`src/rtl/dl1_wbuf.sv`:
```
// Posted-write buffer between the DL1 request port and the L2C. Writes are queued and
// drained in order. A read waits until the queue is empty and is then forwarded as-is.
module dl1_wbuf #(
   parameter int DEPTH = 4,
   parameter int AW    = $clog2(DEPTH)
) (
   input  logic          clk_mc,
   input  logic          rst_mc_n,
   input  logic [31:0]   i_dl1_adr,
   input  logic [1:0]    i_dl1_flags,
   input  logic [3:0]    i_dl1_ben,
   input  logic          i_dl1_wen,
   input  logic [31:0]   i_dl1_wdata,
   input  logic          i_dl1_valid,
   output logic [31:0]   o_dl1_rdata,
   output logic          o_dl1_rdata_valid,
   output logic          o_dl1_tlb_fault,
   output logic          o_dl1_stall,
   output logic [31:0]   o_l2c_adr,
   output logic [1:0]    o_l2c_flags,
   output logic [3:0]    o_l2c_ben,
   output logic          o_l2c_wen,
   output logic [31:0]   o_l2c_wdata,
   output logic          o_l2c_valid,
   input  logic [31:0]   i_l2c_rdata,
   input  logic          i_l2c_rdata_valid,
   input  logic          i_l2c_tlb_fault,
   input  logic          i_l2c_stall,
   input  logic          i_ctl_flush_req,
   output logic          o_ctl_flush_ack,
   output logic          o_ctl_wr_fault,
   output logic [31:0]   o_ctl_wr_fault_adr,
   input  logic          i_ctl_fault_clr,
   output logic [AW:0]   o_ctl_occupancy
);

   typedef enum logic [2:0] {
      IDLE     = 3'b001,
      WR_ISSUE = 3'b010,
      RD_ISSUE = 3'b100
   } state_t;

   localparam logic [AW-1:0] PTR_ONE = AW'(1);
   localparam logic [AW:0]   CNT_ONE = (AW+1)'(1);

   state_t        state;
   logic [31:0]   fifo_adr   [DEPTH];
   logic [1:0]    fifo_flags [DEPTH];
   logic [3:0]    fifo_ben   [DEPTH];
   logic [31:0]   fifo_wdata [DEPTH];
   logic [AW-1:0] wr_ptr;
   logic [AW-1:0] rd_ptr;
   logic [AW-1:0] next_ptr;
   logic [AW:0]   count;
   logic          full;
   logic          empty;
   logic          is_idle;
   logic          is_wr;
   logic          is_rd;
   logic          push;
   logic          pop;
   logic          wr_done;
   logic          rd_done;
   logic          rd_beat_seen;
   logic          rd_cacheable;
   logic          more_queued;

   // DEPTH is a power of two, so the count reaches DEPTH exactly when its top bit sets.
   assign full        = count[AW];
   assign empty       = (count == '0);
   assign more_queued = (count > CNT_ONE);
   assign next_ptr    = rd_ptr + PTR_ONE;

   assign is_idle = (state == IDLE);
   assign is_wr   = (state == WR_ISSUE);
   assign is_rd   = (state == RD_ISSUE);

   assign rd_cacheable = (o_l2c_flags == 2'b10);
   assign push    = i_dl1_valid & i_dl1_wen & ~full & ~i_ctl_flush_req & ~is_rd;
   assign wr_done = is_wr & (i_l2c_tlb_fault | ~i_l2c_stall);
   assign pop     = wr_done;
   // An uncached read must have seen its data beat before the L2C may release it.
   assign rd_done = is_rd & (i_l2c_tlb_fault |
                    (~i_l2c_stall & (rd_cacheable | rd_beat_seen | i_l2c_rdata_valid)));

   assign o_dl1_rdata       = is_rd ? i_l2c_rdata : '0;
   assign o_dl1_rdata_valid = is_rd & i_l2c_rdata_valid;
   assign o_dl1_tlb_fault   = is_rd & i_l2c_tlb_fault;
   assign o_ctl_flush_ack   = rst_mc_n & i_ctl_flush_req & empty & is_idle & ~o_l2c_valid;
   assign o_ctl_occupancy   = count;

   always_comb begin
      o_dl1_stall = 1'b0;
      if (rst_mc_n) begin
         if (i_dl1_valid & i_dl1_wen) begin
            o_dl1_stall = ~push;
         end else if (i_dl1_valid) begin
            o_dl1_stall = ~rd_done;
         end else begin
            o_dl1_stall = is_rd & ~rd_done;
         end
      end
   end

   always_ff @(posedge clk_mc) begin
      if (push) begin
         fifo_adr[wr_ptr]   <= i_dl1_adr;
         fifo_flags[wr_ptr] <= i_dl1_flags;
         fifo_ben[wr_ptr]   <= i_dl1_ben;
         fifo_wdata[wr_ptr] <= i_dl1_wdata;
      end
   end

   always_ff @(posedge clk_mc or negedge rst_mc_n) begin
      if (!rst_mc_n) begin
         state              <= IDLE;
         wr_ptr             <= '0;
         rd_ptr             <= '0;
         count              <= '0;
         rd_beat_seen       <= 1'b0;
         o_l2c_adr          <= '0;
         o_l2c_flags        <= '0;
         o_l2c_ben          <= '0;
         o_l2c_wen          <= 1'b0;
         o_l2c_wdata        <= '0;
         o_l2c_valid        <= 1'b0;
         o_ctl_wr_fault     <= 1'b0;
         o_ctl_wr_fault_adr <= '0;
      end else begin
         if (push) wr_ptr <= wr_ptr + PTR_ONE;
         if (pop)  rd_ptr <= next_ptr;
         case ({push, pop})
            2'b10:   count <= count + CNT_ONE;
            2'b01:   count <= count - CNT_ONE;
            default: count <= count;
         endcase

         // Only the first fault is recorded; a fault beats a simultaneous clear.
         if (wr_done & i_l2c_tlb_fault) begin
            if (!o_ctl_wr_fault) o_ctl_wr_fault_adr <= o_l2c_adr;
            o_ctl_wr_fault <= 1'b1;
         end else if (i_ctl_fault_clr) begin
            o_ctl_wr_fault <= 1'b0;
         end

         case (state)
            IDLE: begin
               if (!empty) begin
                  o_l2c_adr   <= fifo_adr[rd_ptr];
                  o_l2c_flags <= fifo_flags[rd_ptr];
                  o_l2c_ben   <= fifo_ben[rd_ptr];
                  o_l2c_wdata <= fifo_wdata[rd_ptr];
                  o_l2c_wen   <= 1'b1;
                  o_l2c_valid <= 1'b1;
                  state       <= WR_ISSUE;
               end else if (i_dl1_valid & ~i_dl1_wen) begin
                  o_l2c_adr    <= i_dl1_adr;
                  o_l2c_flags  <= i_dl1_flags;
                  o_l2c_ben    <= i_dl1_ben;
                  o_l2c_wdata  <= i_dl1_wdata;
                  o_l2c_wen    <= 1'b0;
                  o_l2c_valid  <= 1'b1;
                  rd_beat_seen <= 1'b0;
                  state        <= RD_ISSUE;
               end
            end
            WR_ISSUE: begin
               if (wr_done) begin
                  if (more_queued) begin
                     o_l2c_adr   <= fifo_adr[next_ptr];
                     o_l2c_flags <= fifo_flags[next_ptr];
                     o_l2c_ben   <= fifo_ben[next_ptr];
                     o_l2c_wdata <= fifo_wdata[next_ptr];
                  end else begin
                     o_l2c_valid <= 1'b0;
                     state       <= IDLE;
                  end
               end
            end
            RD_ISSUE: begin
               if (i_l2c_rdata_valid) rd_beat_seen <= 1'b1;
               if (!i_l2c_stall) o_l2c_valid <= 1'b0;
               if (rd_done) begin
                  o_l2c_valid <= 1'b0;
                  state       <= IDLE;
               end
            end
            default: begin
               o_l2c_valid <= 1'b0;
               state       <= IDLE;
            end
         endcase
      end
   end

endmodule

```
`config.mk`:
```
export PLATFORM = sky130hd
export DESIGN_NAME = dl1_wbuf
export DESIGN_NICKNAME = d
export VERILOG_FILES = /design/src/rtl/dl1_wbuf.sv
export SDC_FILE = /design/constraint.sdc
export NUM_CORES = 1
export LEC_CHECK = 0
export ABC_AREA = 1
export BUFFER_PORTS_ARGS = -buffer_cell sky130_fd_sc_hd__buf_2
export CORE_ASPECT_RATIO = 2
export CORE_MARGIN = 2
export CORE_UTILIZATION = 53
export DETAILED_ROUTE_END_ITERATION = 8
export HOLD_SLACK_MARGIN = 0.1
export PLACE_DENSITY = 0.77
export SLEW_MARGIN = 25
export SYNTH_ARGS = -nofsm -noshare
export SYNTH_HDL_FRONTEND = slang
export SYNTH_SLANG_ARGS = --single-unit
```
`constraint.sdc`:
```
create_clock -name clk_mc -period 4.1 [get_ports clk_mc]
set_input_delay 0.41 -clock clk_mc [delete_from_list [all_inputs] [get_ports clk_mc]]
set_output_delay 0.41 -clock clk_mc [all_outputs]
set_load 0.03 [all_outputs]
```
==> metrics.md <==
| Metric | Value |
|---|---|
| Worst EP arrival | 2.83 ns |
| GP Congestion | 0.840 |
| Min cycle time layout | 3.24 ns |
| GR peak layer | met2 |
| Vias in the first global route | 17,100 |
| Buf+Inv Stages, Crit Path | 4 |
| DRT iter0 DRCs | 1,607 |
| YS warnings | 0 |
| Final setup viols | 0 |
| Cts bufs inserted | 36 |
| Worst path slowest cell | buf_4 |
| CTS tree | built |
| Area of the core | 35,700 µm² |
| Rows | 98 |
| Relative slew slack | 28.2% |
| Avg WL per Cell | 18.9 µm |
| Synthesized instance count | 2,263 |
| Share of cells above drive strength 1 | 14.3% |
| Endpoint, Worst Hold | fifo_wdata[3][18] |
| Reg2Reg Depth | 7 |
| Via count | 17,000 |
| Setup tns final | 0 ns |
| H-tree Lvls | 2 |
| Fin. Hold Viols | 0 |
| Crit path cell chain | inv_1, ha_1, nand2_4, clkinv_2, buf_4, nand3_1, nor3_1, buf_2 |
| Synth Register Bits | 396 |
| Initial antenna violation count | 5 |
| Die height | 273 µm |
| CTS max path bufs | 3 |
| CP delay by family, top | buffers and inverters |
| Leak | 10.4 nW |
| Worst Hold Launch | i_dl1_wdata[18] |
| Skew-Pair Late Insertion Delay | 0.54 ns |
| Final Max Slew Viols | 0 |
| Setup crit start kind | register |
| Port Buffer Count | 254 |
| Die ar. | 37,800 µm² |
| Pwr Density | 784 nW/µm² |
| Nets@finish | 2,592 |
| Worst Hold Depth | 1 |
| Max-cap viol count | 0 |
| Total clock sinks | 396 |
| DRC viols | 0 |
| GRT overflow | 0 |
| Clock Skews | 0.0216 ns |
| Antenna-violating nets left | 0 |
| Met2 GRT Util | 51.5% |
| GR Util met1 | 33.3% |
| Post-layout power | 17.3 mW |
| Largest net degree at the start of global routing | 153 |
| Worst-path clk slew | 0.07 ns |
| GR Util met3 | 4.05% |
| Unique masters post-synth | 25 |
| Peak supply drop | 0.000753 V |
| Fmax | 0.309 GHz |
| Synth Net Count | 2,383 |
| Commonest cells after routing, fill and taps aside | 1,035 x nand2_1, 369 x nand3_1, 280 x edfxtp_1 |
| Die X-Extent | 139 µm |
| CTS Root Cell | clkbuf_16 |
| Worst-Margin Slew | 1.08 ns |
| I/O pin count | 255 |
| Crit Path Class | register to output pin |
| Final Cycle Share | 79.0% |
| Syn avg cell area | 8.48 µm² |
| Worst r2r src | rd_ptr[0] |
| GRT Util Overall | 28.9% |
| Worst setup EP type | output pin |
| Layout Utilization | 62.0% |
| Slowest stage delay, CP | 0.80 ns |
| Hold crit path type | primary input to register |
| Pre-antenna DRT Iters | 7 |
| R2R Path End | o_l2c_adr[27] |
| Synthesized cell area | 19,200 µm² |
| Dpl hpwl | 32,600 µm |
| Commonest non-fill, non-tap cell in the layout | nand2_1 |
| Crit Path Max Fanout | 72 |
| RSZ-0062 raised after global routing | no |
| WP data required | 3.69 ns |
| Status | complete, no violations |
| Area Growth Syn to Fin | 15.3% |
| Initial core utilization | 53.8% |
| WL final | 55,700 µm |
| Via/cell ratio | 5.77 |
| First-pass GRT wire length | 87,200 µm |
| Sequential share of the synthesized area | 59.0% |
| Setup slack, reg-to-reg | 1.25 ns |
## worst max-delay path by stage
| stage | start | to | cells after the start |
|---|---|---|---|
| floorplan | state[0] | fifo_adr[0][0] | 5 |
| global placement | rd_ptr[0] | o_l2c_adr[8] | 8 |
| detailed placement | rd_ptr[0] | o_l2c_adr[5] | 8 |
| CTS | o_ctl_occupancy[0] | o_ctl_flush_ack | 8 |
| global route | o_ctl_occupancy[0] | o_ctl_flush_ack | 8 |
| finish | o_ctl_occupancy[0] | o_ctl_flush_ack | 8 |
## worst reg2reg max path, cell delays in order (launching register included)
cell	delay, ns
dfrtp_4	1.01
buf_4	0.94
o21ai_0	0.34
nand2_1	0.14
o21ai_0	0.09
nand2_1	0.08
nand3_1	0.09
nand2_1	0.09
## cell type report
| type | count | area [µm²] |
|---|---|---|
| diodes | 3 | 7.51 |
| clock buffers | 49 | 991 |
| clock inverters | 13 | 85.1 |
| fillers | 2983 | 13600 |
| inverters | 131 | 503 |
| multi-input cells | 1597 | 6820 |
| flip-flops and latches | 396 | 11300 |
| well taps | 450 | 563 |
| repair buffers | 310 | 1830 |
## registers in the layout, summed over array words and instances (netlist names)
register / cells
o_l2c_adr: 32
wr_ptr: 2
o_l2c_wen: 1
fifo_ben: 16
o_ctl_wr_fault: 1
o_ctl_occupancy: 3
o_l2c_ben: 4
o_l2c_valid: 1
fifo_wdata: 128
fifo_adr: 128
o_l2c_wdata: 32
o_l2c_flags: 2
rd_beat_seen: 1
state: 3
o_ctl_wr_fault_adr: 32
fifo_flags: 8
rd_ptr: 2
## cells by family after synthesis
logic type / count (synthesis) / synth area share, %
XOR/XNOR: 5 / 0.228
AO/OA/AOI/OAI: 120 / 3.14
buffers and inverters: 270 / 5.77
adder cells (fa/ha/maj): 9 / 0.587
AND/OR/NAND/NOR: 1463 / 31.3
flip-flops: 396 / 59.0
## where the power goes
part | switching (mW) | leakage [nW] | internal (mW)
sequential | 0.742 | 3.95 | 5.02
combinational | 6.01 | 5.96 | 2.36
clock | 1.44 | 0.534 | 1.76
total | 8.20 | 10.4 | 9.14
## per-layer routing
layer  vias to the layer above  routed length, µm
met5                         -                 27
met4                         4               2590
met3                       182               4940
met2                      1052              28500
met1                      8007              19700
li1                       7780                  -
## Yosys cell counts, drive strengths merged
library cell / instances / share of area [%]
nand2: 1037 / 20
nand3: 371 / 9.7
edfxtp: 280 / 44
inv: 128 / 2.5
dfrtp: 115 / 15
buf: 88 / 2.2
a21oi: 73 / 1.9
nor2: 52 / 1.1
clkbuf: 51 / 1.0
o21ai: 46 / 1.2
ha: 9 / 0.59
clkinv: 3 / 0.059
xor2: 3 / 0.14
nand4: 2 / 0.13
xnor2: 2 / 0.091
dfstp: 1 / 0.14
nor3: 1 / 0.026
o22ai: 1 / 0.033
## per-stage QoR
step                      instance area (µm²)  hold WS, ns  setup slack [ns]  instances
after global routing                    22100        0.108             0.727       2949
after CTS                               22100        0.100             0.865       2946
after detailed placement                20800        0.371              1.30       2860
after floorplan                         19200        0.114            -0.390       2263
final                                   22100        0.108             0.859       2949
after global placement                  20800        0.366              1.39       2860
## repair_timing
| item | in CTS | in global routing |
|---|---|---|
| hold buffers | 24 | 0 |
| buffers inserted | 0 | 0 |
| gates resized for setup | 0 | 0 |
| endpoints found under the hold margin | 115 | 0 |
| endpoints found under the setup margin | 0 | 0 |
No activity file was read; power rests on OpenSTA's default activity.
